**config.mk**
```make
export PLATFORM = sky130hd
export DESIGN_NAME = vector_mul_vector_seq
export DESIGN_NICKNAME = d
export VERILOG_FILES = /design/src/rtl/vmv_pkg.sv /design/src/rtl/vmv_lane.sv /design/src/rtl/vector_mul_vector_seq.sv
export SDC_FILE = /design/constraint.sdc
export NUM_CORES = 2
export LEC_CHECK = 0
export ABC_CLOCK_PERIOD_IN_PS = 62100
export BUFFER_PORTS_ARGS = -buffer_cell sky130_fd_sc_hd__buf_2
export CAP_MARGIN = 20
export CORE_MARGIN = 2
export CORE_UTILIZATION = 40
export CTS_BUF_LIST = sky130_fd_sc_hd__clkbuf_4 sky130_fd_sc_hd__clkbuf_8 sky130_fd_sc_hd__clkbuf_16
export DETAILED_ROUTE_END_ITERATION = 10
export SKIP_LAST_GASP = 1
export SLEW_MARGIN = 20
export SYNTH_ARGS = -nofsm -noshare
export SYNTH_HDL_FRONTEND = slang
export SYNTH_SLANG_ARGS = --single-unit
export TNS_END_PERCENT = 100
```
**constraint.sdc**
```tcl
create_clock -name clk -period 62.1 [get_ports clk]
set_input_delay 9.315 -clock clk [delete_from_list [all_inputs] [get_ports clk]]
set_output_delay 9.315 -clock clk [all_outputs]
set_load 0.05 [all_outputs]
```
**src/rtl/vmv_pkg.sv**
```systemverilog
// rtl/vmv_pkg.sv - shared types and helpers for the element-wise vector multiplier
package vmv_pkg;

    typedef enum logic [1:0] {IDLE, RUN, DONE} vmv_state_e;

    // Widest element the reduction helper supports; products are handled at twice this.
    localparam int MAX_W = 64;
    localparam int PROD_W = 2 * MAX_W;

    // Number of chunks needed to cover n elements, d at a time.
    function automatic int ceil_div(input int n, input int d);
        return (n + d - 1) / d;
    endfunction

    // Reduces a sign-extended product to a width-bit signed value.
    // Returns {overflow, value}; value is meaningful in its low width bits.
    function automatic logic [MAX_W:0] sat_trunc(input logic signed [PROD_W-1:0] prod,
                                                 input logic sat_en,
                                                 input int width);
        logic signed [PROD_W-1:0] one;
        logic signed [PROD_W-1:0] max_v;
        logic signed [PROD_W-1:0] min_v;
        logic signed [PROD_W-1:0] val;
        logic                     ovf;
        one   = {{(PROD_W-1){1'b0}}, 1'b1};
        max_v = (one <<< (width - 1)) - one;
        min_v = -max_v - one;
        ovf   = (prod > max_v) || (prod < min_v);
        val   = prod;
        if (sat_en && ovf) begin
            val = prod[PROD_W-1] ? min_v : max_v;
        end
        return {ovf, val[MAX_W-1:0]};
    endfunction

endpackage

```
**src/rtl/vmv_lane.sv**
```systemverilog
// rtl/vmv_lane.sv - one lane: stage1 constant divide, stage2 multiply and reduce
module vmv_lane
    import vmv_pkg::*;
#(
    parameter int WIDTH = 32,
    parameter int DIV_A = 50000000,
    parameter int DIV_B = 43
) (
    input  logic             clk_i,
    input  logic             rst_i,
    input  logic             valid_i,
    input  logic [WIDTH-1:0] a_el_i,
    input  logic [WIDTH-1:0] b_el_i,
    input  logic             sat_en_i,
    output logic             valid_o,
    output logic [WIDTH-1:0] res_el_o,
    output logic             ovf_el_o
);

    localparam logic signed [WIDTH-1:0] DIV_A_S = WIDTH'(DIV_A);
    localparam logic signed [WIDTH-1:0] DIV_B_S = WIDTH'(DIV_B);

    logic                      s1_vld_q;
    logic                      s1_sat_q;
    logic signed [WIDTH-1:0]   qa_q, qb_q;
    logic signed [WIDTH-1:0]   qa_d, qb_d;
    logic signed [2*WIDTH-1:0] prod;
    logic [MAX_W:0]            red;
    logic                      s2_vld_q;
    logic [WIDTH-1:0]          res_q;
    logic                      ovf_q;

    // Signed division truncates toward zero, which is the required rounding.
    assign qa_d = $signed(a_el_i) / DIV_A_S;
    assign qb_d = $signed(b_el_i) / DIV_B_S;
    assign prod = qa_q * qb_q;
    assign red  = sat_trunc(PROD_W'(prod), s1_sat_q, WIDTH);

    // Stage1: register the pre-scaled operands.
    always_ff @(posedge clk_i) begin
        if (rst_i) begin
            s1_vld_q <= 1'b0;
            s1_sat_q <= 1'b0;
            qa_q     <= '0;
            qb_q     <= '0;
        end else begin
            s1_vld_q <= valid_i;
            s1_sat_q <= sat_en_i;
            qa_q     <= qa_d;
            qb_q     <= qb_d;
        end
    end

    // Stage2: register the reduced product; overflow only counts for a valid element.
    always_ff @(posedge clk_i) begin
        if (rst_i) begin
            s2_vld_q <= 1'b0;
            res_q    <= '0;
            ovf_q    <= 1'b0;
        end else begin
            s2_vld_q <= s1_vld_q;
            res_q    <= red[WIDTH-1:0];
            ovf_q    <= s1_vld_q & red[MAX_W];
        end
    end

    assign valid_o  = s2_vld_q;
    assign res_el_o = res_q;
    assign ovf_el_o = ovf_q;

endmodule

```
**src/rtl/vector_mul_vector_seq.sv**
```systemverilog
// rtl/vector_mul_vector_seq.sv - chunked element-wise vector multiply with pre-scaling
module vector_mul_vector_seq
    import vmv_pkg::*;
#(
    parameter int WIDTH   = 32,
    parameter int VEC_LEN = 5,
    parameter int LANES   = 1,
    parameter int DIV_A   = 50000000,
    parameter int DIV_B   = 43
) (
    input  logic                            clk,
    input  logic                            rst,
    input  logic                            in_valid,
    output logic                            in_ready,
    input  logic [VEC_LEN-1:0][WIDTH-1:0]   a,
    input  logic [VEC_LEN-1:0][WIDTH-1:0]   b,
    input  logic                            sat_en,
    output logic                            out_valid,
    input  logic                            out_ready,
    output logic [VEC_LEN-1:0][WIDTH-1:0]   result,
    output logic                            ovf
);

    localparam int NCHUNK = ceil_div(VEC_LEN, LANES);
    localparam int CW     = $clog2(NCHUNK + 1);

    vmv_state_e                    state_q;
    logic                          in_ready_q, out_valid_q, ovf_q;
    logic [VEC_LEN-1:0][WIDTH-1:0] a_q, b_q, result_q;
    logic                          sat_q;
    logic [CW-1:0]                 chunk_q;
    logic                          tag1_vld_q, tag2_vld_q;
    logic [CW-1:0]                 tag1_q, tag2_q;

    logic                          issue;
    logic                          last_wb;
    logic [LANES-1:0]              lane_vld_in, lane_vld_out, lane_ovf;
    logic [LANES-1:0][WIDTH-1:0]   lane_a, lane_b, lane_res;
    logic [VEC_LEN-1:0]            res_we;
    logic [VEC_LEN-1:0][WIDTH-1:0] res_d;

    assign issue   = (state_q == RUN) && (chunk_q < CW'(NCHUNK));
    assign last_wb = tag2_vld_q && (tag2_q == CW'(NCHUNK - 1));

    // Route the elements of the current chunk onto the lanes; lanes past VEC_LEN stay idle.
    always_comb begin
        lane_a      = '0;
        lane_b      = '0;
        lane_vld_in = '0;
        for (int i = 0; i < VEC_LEN; i++) begin
            if (chunk_q == CW'(i / LANES)) begin
                lane_a[i % LANES]      = a_q[i];
                lane_b[i % LANES]      = b_q[i];
                lane_vld_in[i % LANES] = issue;
            end
        end
    end

    // Map lane outputs of the chunk leaving stage2 back onto result elements.
    always_comb begin
        res_we = '0;
        res_d  = '0;
        for (int i = 0; i < VEC_LEN; i++) begin
            res_we[i] = tag2_vld_q && (tag2_q == CW'(i / LANES)) && lane_vld_out[i % LANES];
            res_d[i]  = lane_res[i % LANES];
        end
    end

    for (genvar l = 0; l < LANES; l++) begin : g_lane
        vmv_lane #(
            .WIDTH (WIDTH),
            .DIV_A (DIV_A),
            .DIV_B (DIV_B)
        ) u_lane (
            .clk_i    (clk),
            .rst_i    (rst),
            .valid_i  (lane_vld_in[l]),
            .a_el_i   (lane_a[l]),
            .b_el_i   (lane_b[l]),
            .sat_en_i (sat_q),
            .valid_o  (lane_vld_out[l]),
            .res_el_o (lane_res[l]),
            .ovf_el_o (lane_ovf[l])
        );
    end

    // Control FSM with chunk tags tracking the two-stage lane pipeline and result write-back.
    always_ff @(posedge clk) begin
        if (rst) begin
            state_q     <= IDLE;
            in_ready_q  <= 1'b1;
            out_valid_q <= 1'b0;
            ovf_q       <= 1'b0;
            result_q    <= '0;
            a_q         <= '0;
            b_q         <= '0;
            sat_q       <= 1'b0;
            chunk_q     <= '0;
            tag1_vld_q  <= 1'b0;
            tag2_vld_q  <= 1'b0;
            tag1_q      <= '0;
            tag2_q      <= '0;
        end else begin
            tag1_vld_q <= issue;
            tag1_q     <= chunk_q;
            tag2_vld_q <= tag1_vld_q;
            tag2_q     <= tag1_q;
            for (int i = 0; i < VEC_LEN; i++) begin
                if (res_we[i]) begin
                    result_q[i] <= res_d[i];
                end
            end
            case (state_q)
                IDLE: begin
                    if (in_valid) begin
                        a_q        <= a;
                        b_q        <= b;
                        sat_q      <= sat_en;
                        ovf_q      <= 1'b0;
                        chunk_q    <= '0;
                        in_ready_q <= 1'b0;
                        state_q    <= RUN;
                    end
                end
                RUN: begin
                    if (issue) begin
                        chunk_q <= chunk_q + CW'(1);
                    end
                    ovf_q <= ovf_q | (|lane_ovf);
                    if (last_wb) begin
                        out_valid_q <= 1'b1;
                        state_q     <= DONE;
                    end
                end
                DONE: begin
                    if (out_ready) begin
                        out_valid_q <= 1'b0;
                        in_ready_q  <= 1'b1;
                        state_q     <= IDLE;
                    end
                end
                default: state_q <= IDLE;
            endcase
        end
    end

    assign in_ready  = in_ready_q;
    assign out_valid = out_valid_q;
    assign result    = result_q;
    assign ovf       = ovf_q;

endmodule

```
==> impl_metrics.json <==
{
  "multi_input_area_sq_um": 44600,
  "grt_pass1_vias": 52400,
  "finalSetupViolCount": 0,
  "tns_ns": 0,
  "setup.worst_path.end_class": "register",
  "place.gp.congestion": 0.948,
  "postCtsSetupBuffers": 0,
  "yosysTopAreaCell": "fa_1",
  "synth_top_cell_area_share": 0.271,
  "dp_hpwl_mm": 157,
  "clock_latency_ns": 0.71,
  "synth_cell_types": 139,
  "rsz0062_at_grt": "no",
  "critical-path-max-stage-delay_ns": 0.87,
  "ant_nets": 0,
  "drc_errors": 0,
  "fmax_mhz": 32.5,
  "vias_per_cell": 5.48,
  "rows": 143,
  "clockBufferDepth": 3,
  "antenna_found_initial": 3,
  "seq_area_frac_synth": 0.190,
  "drive_above_1_share": 0.118,
  "r2r_end": "g_lane[0].u_lane.qb_q[18]",
  "start_util": 0.401,
  "synth_commonest_cells": "nand2_1, fa_1, inv_1, a21oi_1, dfxtp_1",
  "reg2reg_from": "chunk_q[2]",
  "worst-path-max-fanout": 56,
  "postSynthCellCount": 7352,
  "skew_ns": 0.0710,
  "drt-initial-drc-count": 4083,
  "cpMaxStageDelayCell": "xnor2_1",
  "cts_resized": 0,
  "routed_wl_mm": 199,
  "n_fill_cell": 15100,
  "cp_data_required_time_ns": 62.67,
  "grt_overflow_total": 0,
  "cts_buffers": 68,
  "synth_area_sq_um": 60800,
  "startpoint_type": "register",
  "final-hold-violation-count": 0,
  "hp-class": "register to register",
  "synth-seq-cells": 578,
  "nets": 8910,
  "min_period_ns": 30.79,
  "grt_pass1_wl_mm": 310,
  "cts_hold_buf": 0,
  "dr.pass1.iters": 6,
  "min_period_over_period": 0.496,
  "cts_tree": "done",
  "critPathLaunch": "chunk_q[2]",
  "avgSynthCellArea_sq_um": 8.28,
  "worstMarginPinSlew_ns": 1.20,
  "cp-endpoint": "g_lane[0].u_lane.qb_q[18]",
  "die_h_um": 394,
  "clk_pin_slew_ns": 0.06,
  "status": "completed",
  "regToRegSetupSlack_ns": 31.31,
  "synth-edff-count": 0,
  "htree_levels": 3,
  "maxCapViolCount": 0,
  "rr_worst_depth": 88,
  "grt_max_degree": 114,
  "yosysMostFrequentCell": "nand2_1",
  "syn_nets": 8679,
  "critical_path_arrival_ns": 31.36,
  "synthTopCellsByArea": "fa_1, dfxtp_1, nand2_1",
  "ios": 488,
  "synth_top_flop_cell": "dfxtp_1",
  "clock-sinks": 578,
  "slew_viol_final": 0,
  "area_growth_pct": 10.6,
  "fp.dieW_um": 394,
  "core_area_sq_um": 152000,
  "root_buffer": "clkbuf_16",
  "track_usage": 0.253,
  "async_reset_ff_frac": 0,
  "crit_type": "register to register",
  "maxSlewHeadroom": 0.195,
  "wl_per_cell_um": 20.6,
  "die_area_sq_um": 155000,
  "io_buffers": 487,
  "yosys_warnings": 0,
  "seq_area_sq_um": 11600,
  "via_count": 53000
}
-- flip-flops by register name (all words and copies together) (netlist names), 2 cells and up --
name                    count
g_lane.u_lane.qa_q         13
tag1_q                      3
tag2_q                      3
g_lane.u_lane.res_el_o     32
result                    160
g_lane.u_lane.qb_q         32
a_q                       160
b_q                       160
state_q                     2
chunk_q                     3
-- cells in the final DEF, fill, tap and decap left out, types with 46 or more instances in the layout --
master        n
a21o_1       65
a21oi_1     752
a31oi_1      49
and2_1      223
buf_2       486
buf_4        99
clkbuf_16    68
dfxtp_1     577
fa_1        821
ha_1        175
inv_1       807
mux2i_1      55
nand2_1    1477
nand3_1     113
nor2_1      278
nor3_1      103
o21ai_0     130
o22ai_1      46
xnor2_1     193
xor2_1       82
-- critical path: cells and delay by family (launching register included) --
kind	cells	cell delay (ns)
adders and majority gates	3	1.08
and+or+nand+nor	22	6.06
xor gates and xnor gates	7	3.56
DFF	1	0.31
muxes	6	2.21
AOI/OAI and AO/OA	45	15.67
buffers and inverters	5	1.67
-- cell families (layout without fill, tap and decap cells) --
group / after synthesis / after routing / synth area share
adders and majority gates: 1018 / 1018 / 0.310
muxes: 79 / 79 / 0.0146
AOI/OAI and AO/OA: 1615 / 1615 / 0.174
buffers and inverters: 1240 / 1525 / 0.0790
other: 0 / 1 / 0
DFF: 578 / 578 / 0.190
xor gates and xnor gates: 287 / 287 / 0.0427
and+or+nand+nor: 2535 / 2535 / 0.189
-- worst min-delay path by stage --
stage                 from     endpoint  slack [ns]  depth (start not counted)
5_1_grt        result[111]  result[111]        0.46                          2
3_5_place_dp     result[8]    result[8]        0.44                          2
4_1_cts           b_q[107]     b_q[107]        0.45                          2
2_1_floorplan    tag1_q[0]    tag2_q[0]        0.41                          1
6_report             sat_q        sat_q        0.45                          2
3_3_place_gp    result[60]   result[60]        0.44                          2
-- through the flow --
step | setup slack [ns] | hold WS, ns | std cells | instance area, sq um | utilization
5_1_grt | 28.68 | 0.464 | 9667 | 67300 | 0.444
3_3_place_gp | 31.71 | 0.439 | 9543 | 64900 | 0.428
6_report | 31.31 | 0.451 | 9668 | 67300 | 0.444
3_5_place_dp | 31.15 | 0.443 | 9543 | 64900 | 0.428
4_1_cts | 31.09 | 0.451 | 9667 | 67300 | 0.444
2_1_floorplan | 38.98 | 0.414 | 7352 | 60800 | -
-- per-layer routing --
metal,vias to the layer above,part of all wire,track usage
li1,24700,-,-
met1,25900,0.44,0.349
met2,2025,0.46,0.411
met3,264,0.071,0.0391
met4,0,0.029,0.0703
met5,-,0,0
-- cell type report --
type                            count  share of cell area
Antenna cell                        1           0.0000372
Clock buffer                       94              0.0291
Clock inverter                     30             0.00641
Inverter                          815              0.0454
Multi-Input combinational cell   5534               0.662
Sequential cell                   578               0.172
Tap cell                         2030              0.0377
Timing Repair Buffer              586              0.0474
Power is left out: the tool's default activity adds up to more than one toggle a clock period on the data nets, which glitch-free logic cannot reach.
